<file path="src/rtl/teller_dispatch_if.sv">
// teller_dispatch_if: customer handshake and teller status bundle
interface teller_dispatch_if;
   logic [1:0] tcount;
   logic       cust_valid;
   logic       cust_ready;
   logic [2:0] grant;
   logic [2:0] teller_open;
   logic [2:0] teller_busy;
   logic [2:0] done;
   logic [1:0] busy_count;
   modport master (
      output tcount, cust_valid,
      input  cust_ready, grant, teller_open, teller_busy, done, busy_count
   );
   modport slave (
      input  tcount, cust_valid,
      output cust_ready, grant, teller_open, teller_busy, done, busy_count
   );
endinterface

</file>
<file path="src/rtl/teller_dispatch.sv">
// teller_dispatch: round-robin assignment of customers to open tellers with per-teller service timers
module teller_dispatch #(
   parameter int SERVICE_CYCLES = 8,
   parameter int TIMER_W        = 4
) (
   input logic               clk,
   input logic               rst,
   teller_dispatch_if.slave  bus
);
   localparam logic [TIMER_W-1:0] LOAD = TIMER_W'(SERVICE_CYCLES - 1);
   logic [2:0]         open_q, busy_q, free, grant;
   logic [TIMER_W-1:0] timer [3];
   logic [1:0]         rr_ptr, idx0, idx1, idx2, gidx;
   logic               accept;
   assign free = open_q & ~busy_q;
   assign idx0 = rr_ptr;
   assign idx1 = (rr_ptr == 2'd2) ? 2'd0 : rr_ptr + 2'd1;
   assign idx2 = (rr_ptr == 2'd0) ? 2'd2 : rr_ptr - 2'd1;
   assign gidx = free[idx0] ? idx0 : free[idx1] ? idx1 : idx2;
   assign accept = bus.cust_valid & (|free);
   assign grant = accept ? (3'b001 << gidx) : 3'b000;
   assign bus.cust_ready = |free;
   assign bus.grant = grant;
   assign bus.teller_open = open_q;
   assign bus.teller_busy = busy_q;
   assign bus.busy_count = {1'b0, busy_q[0]} + {1'b0, busy_q[1]} + {1'b0, busy_q[2]};
   // a teller signals completion during its last busy cycle, when its timer has run down
   always_comb begin
      bus.done = 3'b000;
      for (int i = 0; i < 3; i++) bus.done[i] = busy_q[i] & (timer[i] == '0);
   end
   // open decode, round-robin pointer and per-teller service countdown
   always_ff @(posedge clk) begin
      if (rst) begin
         open_q <= 3'b000;
         busy_q <= 3'b000;
         rr_ptr <= 2'd0;
         for (int i = 0; i < 3; i++) timer[i] <= '0;
      end else begin
         open_q <= (bus.tcount == 2'd0) ? 3'b000 :
                   (bus.tcount == 2'd1) ? 3'b001 :
                   (bus.tcount == 2'd2) ? 3'b011 : 3'b111;
         if (accept) rr_ptr <= (gidx == 2'd2) ? 2'd0 : gidx + 2'd1;
         for (int i = 0; i < 3; i++) begin
            if (grant[i]) begin
               busy_q[i] <= 1'b1;
               timer[i]  <= LOAD;
            end else if (busy_q[i]) begin
               if (timer[i] == '0) busy_q[i] <= 1'b0;
               else timer[i] <= timer[i] - 1'b1;
            end
         end
      end
   end
endmodule

</file>
<file path="src/flat_wrapper.sv">
// flat-port wrapper written by rule: the top's interface ports become plain ports
module teller_dispatch_flat 
#(
   parameter int SERVICE_CYCLES = 8,
   parameter int TIMER_W        = 4
)
  (clk, rst, bus_tcount, bus_cust_valid, bus_cust_ready, bus_grant, bus_teller_open, bus_teller_busy, bus_done, bus_busy_count);
  teller_dispatch_if bus_i ();
  input logic clk;
  input logic rst;
  input wire logic [$bits(bus_i.tcount)-1:0] bus_tcount;
  input wire logic [$bits(bus_i.cust_valid)-1:0] bus_cust_valid;
  output wire logic [$bits(bus_i.cust_ready)-1:0] bus_cust_ready;
  output wire logic [$bits(bus_i.grant)-1:0] bus_grant;
  output wire logic [$bits(bus_i.teller_open)-1:0] bus_teller_open;
  output wire logic [$bits(bus_i.teller_busy)-1:0] bus_teller_busy;
  output wire logic [$bits(bus_i.done)-1:0] bus_done;
  output wire logic [$bits(bus_i.busy_count)-1:0] bus_busy_count;
  assign bus_i.tcount = bus_tcount;
  assign bus_i.cust_valid = bus_cust_valid;
  assign bus_cust_ready = bus_i.cust_ready;
  assign bus_grant = bus_i.grant;
  assign bus_teller_open = bus_i.teller_open;
  assign bus_teller_busy = bus_i.teller_busy;
  assign bus_done = bus_i.done;
  assign bus_busy_count = bus_i.busy_count;
  teller_dispatch #(.SERVICE_CYCLES(SERVICE_CYCLES), .TIMER_W(TIMER_W)) u_core (.clk(clk), .rst(rst), .bus(bus_i));
endmodule
</file>
<file path="config.mk">
export PLATFORM = sky130hd
export DESIGN_NAME = teller_dispatch_flat
export DESIGN_NICKNAME = d
export VERILOG_FILES = /design/src/rtl/teller_dispatch_if.sv /design/src/rtl/teller_dispatch.sv /design/src/flat_wrapper.sv
export SDC_FILE = /design/constraint.sdc
export NUM_CORES = 1
export LEC_CHECK = 0
export BUFFER_PORTS_ARGS = -buffer_cell sky130_fd_sc_hd__clkbuf_2
export CAP_MARGIN = 20
export CORE_AREA = 2 2 58 49
export CTS_CLUSTER_DIAMETER = 200
export DETAILED_ROUTE_END_ITERATION = 6
export DIE_AREA = 0 0 60 51
export GPL_ROUTABILITY_DRIVEN = 0
export MAX_ROUTING_LAYER = met4
export PLACE_DENSITY = 0.7
export SYNTH_ARGS = -nofsm -noshare
export SYNTH_HDL_FRONTEND = slang
export SYNTH_SLANG_ARGS = --single-unit
</file>
<file path="constraint.sdc">
create_clock -name clk -period 3.3 [get_ports clk]
set_input_delay 0 -clock clk [delete_from_list [all_inputs] [get_ports clk]]
set_output_delay 0 -clock clk [all_outputs]
set_load 0.01 [all_outputs]
</file>
==> impl_metrics.env <==
export IMPL_status="completed"
export IMPL_drt_pass1_iterations=4
export IMPL_overflow=0
export IMPL_powerDensity_nw_per_um2=465
export IMPL_routed_top_layer="met4"
export IMPL_finClkSkew_ns=0.0159
export IMPL_cts_tree="built"
export IMPL_antennaDiodeCount=0
export IMPL_hold_class="input pin to flop"
export IMPL_path_common_cell="inv_1"
export IMPL_wl_met2_mm=1.18
export IMPL_ys_async_sr_fraction_pct=0
export IMPL_antenna_found_initial=0
export IMPL_core_area_um2=2570
export IMPL_grt_start_max_net_pins=12
export IMPL_hold_buffers=4
export IMPL_htreeDepth=1
export IMPL_cp_end_kind="output pin"
export IMPL_layout_nets=154
export IMPL_wl_met3_um=100
export IMPL_period_share_pct=78.5
export IMPL_initial_utilization_pct=45.8
export IMPL_setup_ws_ns=0.710
export IMPL_p_leak_nw=0.611
export IMPL_grt_pass1_wl_mm=4.08
export IMPL_port_buffers=19
export IMPL_irDropWorstVdd_mv=0.309
export IMPL_clkTransAtPathRegs_ns=0.09
export IMPL_ant_nets=0
export IMPL_area_growth_syn_to_layout_pct=17.4
export IMPL_syn_instance_count=115
export IMPL_final_util_pct=53.8
export IMPL_drt_met1_wl_mm=1.12
export IMPL_crit_fanout=6
export IMPL_root_buffer="clkbuf_4"
export IMPL_seq_area_frac_synth_pct=44.2
export IMPL_ctsResizeCount=0
export IMPL_drive_above_1_share_pct=22.7
export IMPL_slew_headroom_pct=54.6
export IMPL_cts_buffers=3
export IMPL_yosysWarnings=0
export IMPL_synth_cell_types=34
export IMPL_drc=0
export IMPL_crit_path_cell_trace="inv_1, ha_1, or4b_1, a32o_1, a31o_4, nor2_1, nand2_1, inv_1, clkbuf_2"
export IMPL_final_area_um2=1380
export IMPL_tightestPinTransition_ns=0.680
export IMPL_cts_buffer_depth=2
export IMPL_route_vias_total=940
export IMPL_power_w=0.000643
export IMPL_max_cap_viol_count=0
export IMPL_tns_ns=0
export IMPL_synthesis_nets=127
export IMPL_crit_slowest_cell="or4b_1"
export IMPL_critPathKind="flop to output pin"
export IMPL_die_y_um=51
export IMPL_insertion_delay_ns=0.31
export IMPL_grt_pass1_vias=922
export IMPL_grt_use_total_pct=18.5
export IMPL_post_place_ws_ns=0.797
export IMPL_cts_setup_buffers=0
export IMPL_cts_sinks=20
export IMPL_drt_iter0_drc=23
export IMPL_io_pin_count=20
export IMPL_slew_viol_final=0
export IMPL_wl_per_cell_um=13.6
export IMPL_fin_crit_ns=2.59
export IMPL_max_freq_mhz=386
export IMPL_synth_area_um2=1180
export IMPL_synth_enable_flop_cells=12
export IMPL_cp_start_kind="flop"
export IMPL_hold_viol=0
export IMPL_slowest_delay_ns=0.51
export IMPL_dp_hpwl_mm=1.84
export IMPL_vias_per_cell=5.25
export IMPL_cp_required_ns=3.30
export IMPL_die_area_um2=3060
export IMPL_fp_dieW_um=60
export IMPL_row_count=17
export IMPL_post_dp_cell_area_um2=1320
export IMPL_ys_ff_latch=20
export IMPL_crit_arrival_ns=2.59
export IMPL_synthFlopType="edfxtp_1"
export IMPL_rsz0062_at_grt="false"
export IMPL_setup_violations_final=0
export IMPL_routed_wirelength_mm=2.44
export IMPL_syn_area_per_cell_um2=10.2
[where the power goes]
part / internal, W / switching (W)
combinational: 0.0000856 / 0.000112
clock: 0.0000471 / 0.0000708
sequential: 0.000302 / 0.0000263
total: 0.000434 / 0.000209
[state kept, by name, summed over array words and instances (netlist names)]
register and count:
u_core.bus.teller_busy 3, u_core.idx0 2, u_core.timer 12, u_core.bus.teller_open 3
[cell usage in the layout, fill, tap and decap left out, types with 2 or more instances in the layout]
master,count
nand2_1,4
dlygate4sd3_1,4
a21oi_1,6
mux2i_1,3
inv_1,13
nor2b_1,3
clkbuf_2,19
nand3_1,2
edfxtp_1,12
nor2_1,11
nor3b_1,2
and2_1,2
clkbuf_4,3
nor3_1,6
xnor2_1,5
o21ai_0,2
nand2b_1,3
a31o_2,2
ha_1,6
dfxtp_1,8
a31oi_1,5
and3_1,3
and4bb_2,3
[metrics by stage]
step	std cells	hold WS, ns
global placement	171	0.218
floorplan	115	0.116
CTS	179	0.161
finish	179	0.203
global route	179	0.205
detailed placement	171	0.222
[worst max-delay path: cells and delay by family (launching register included)]
kind	cells	cell delay, ns
AOI/OAI and AO/OA	2	0.51
buffers and inverters	3	0.33
and+or+nand+nor	3	0.80
DFF	1	0.41
adders and majority gates	1	0.25
[Yosys cell counts, drive strengths merged, types with 4 or more instances]
master  number  area (um2)
inv         13        48.8
edfxtp      12         360
nor2        11        41.3
dfxtp        8         160
a21oi        6        30.0
ha           6        75.1
nor3         6        30.0
a31oi        5        31.3
xnor2        5        43.8
nand2        4        15.0
[cell families after synthesis]
kind of cell    Yosys count  synth area share (%)
xor+xnor                  6                  4.46
fa+ha+maj                 7                  8.07
compound gates           23                  15.3
flops                    20                  44.2
mux                       3                  2.55
buf+inv                  14                  4.46
simple gates             42                  21.0
[final cells by class]
cell class                 instances  area (um2)
fill                             245        1190
inverter                          13        48.8
tap                               38        47.5
sequential                        20         520
timing repair buffer              23         135
clock buffer                       4        26.3
multi-input combinational         81         606
[worst paths after layout]
kind	startpoint	to	slack, ns	depth (start not counted)
hold reg to reg	u_core.idx0[0]	u_core.idx0[0]	0.54	2
hold / removal	bus_cust_valid	u_core.idx0[0]	0.20	4
setup / recovery	u_core.idx0[0]	bus_grant[0]	0.71	9
setup reg to reg	u_core.idx0[0]	u_core.timer[2][0]	0.75	8
[routing by layer]
| metal | GRT usage [%] | vias to the layer above |
|---|---|---|
| met5 | - | - |
| met4 | 5.56 | 0 |
| met3 | 6.08 | 7 |
| met2 | 29.2 | 25 |
| met1 | 22.5 | 439 |
| li1 | - | 469 |
Note: power is estimated with default switching activity, not from simulation.
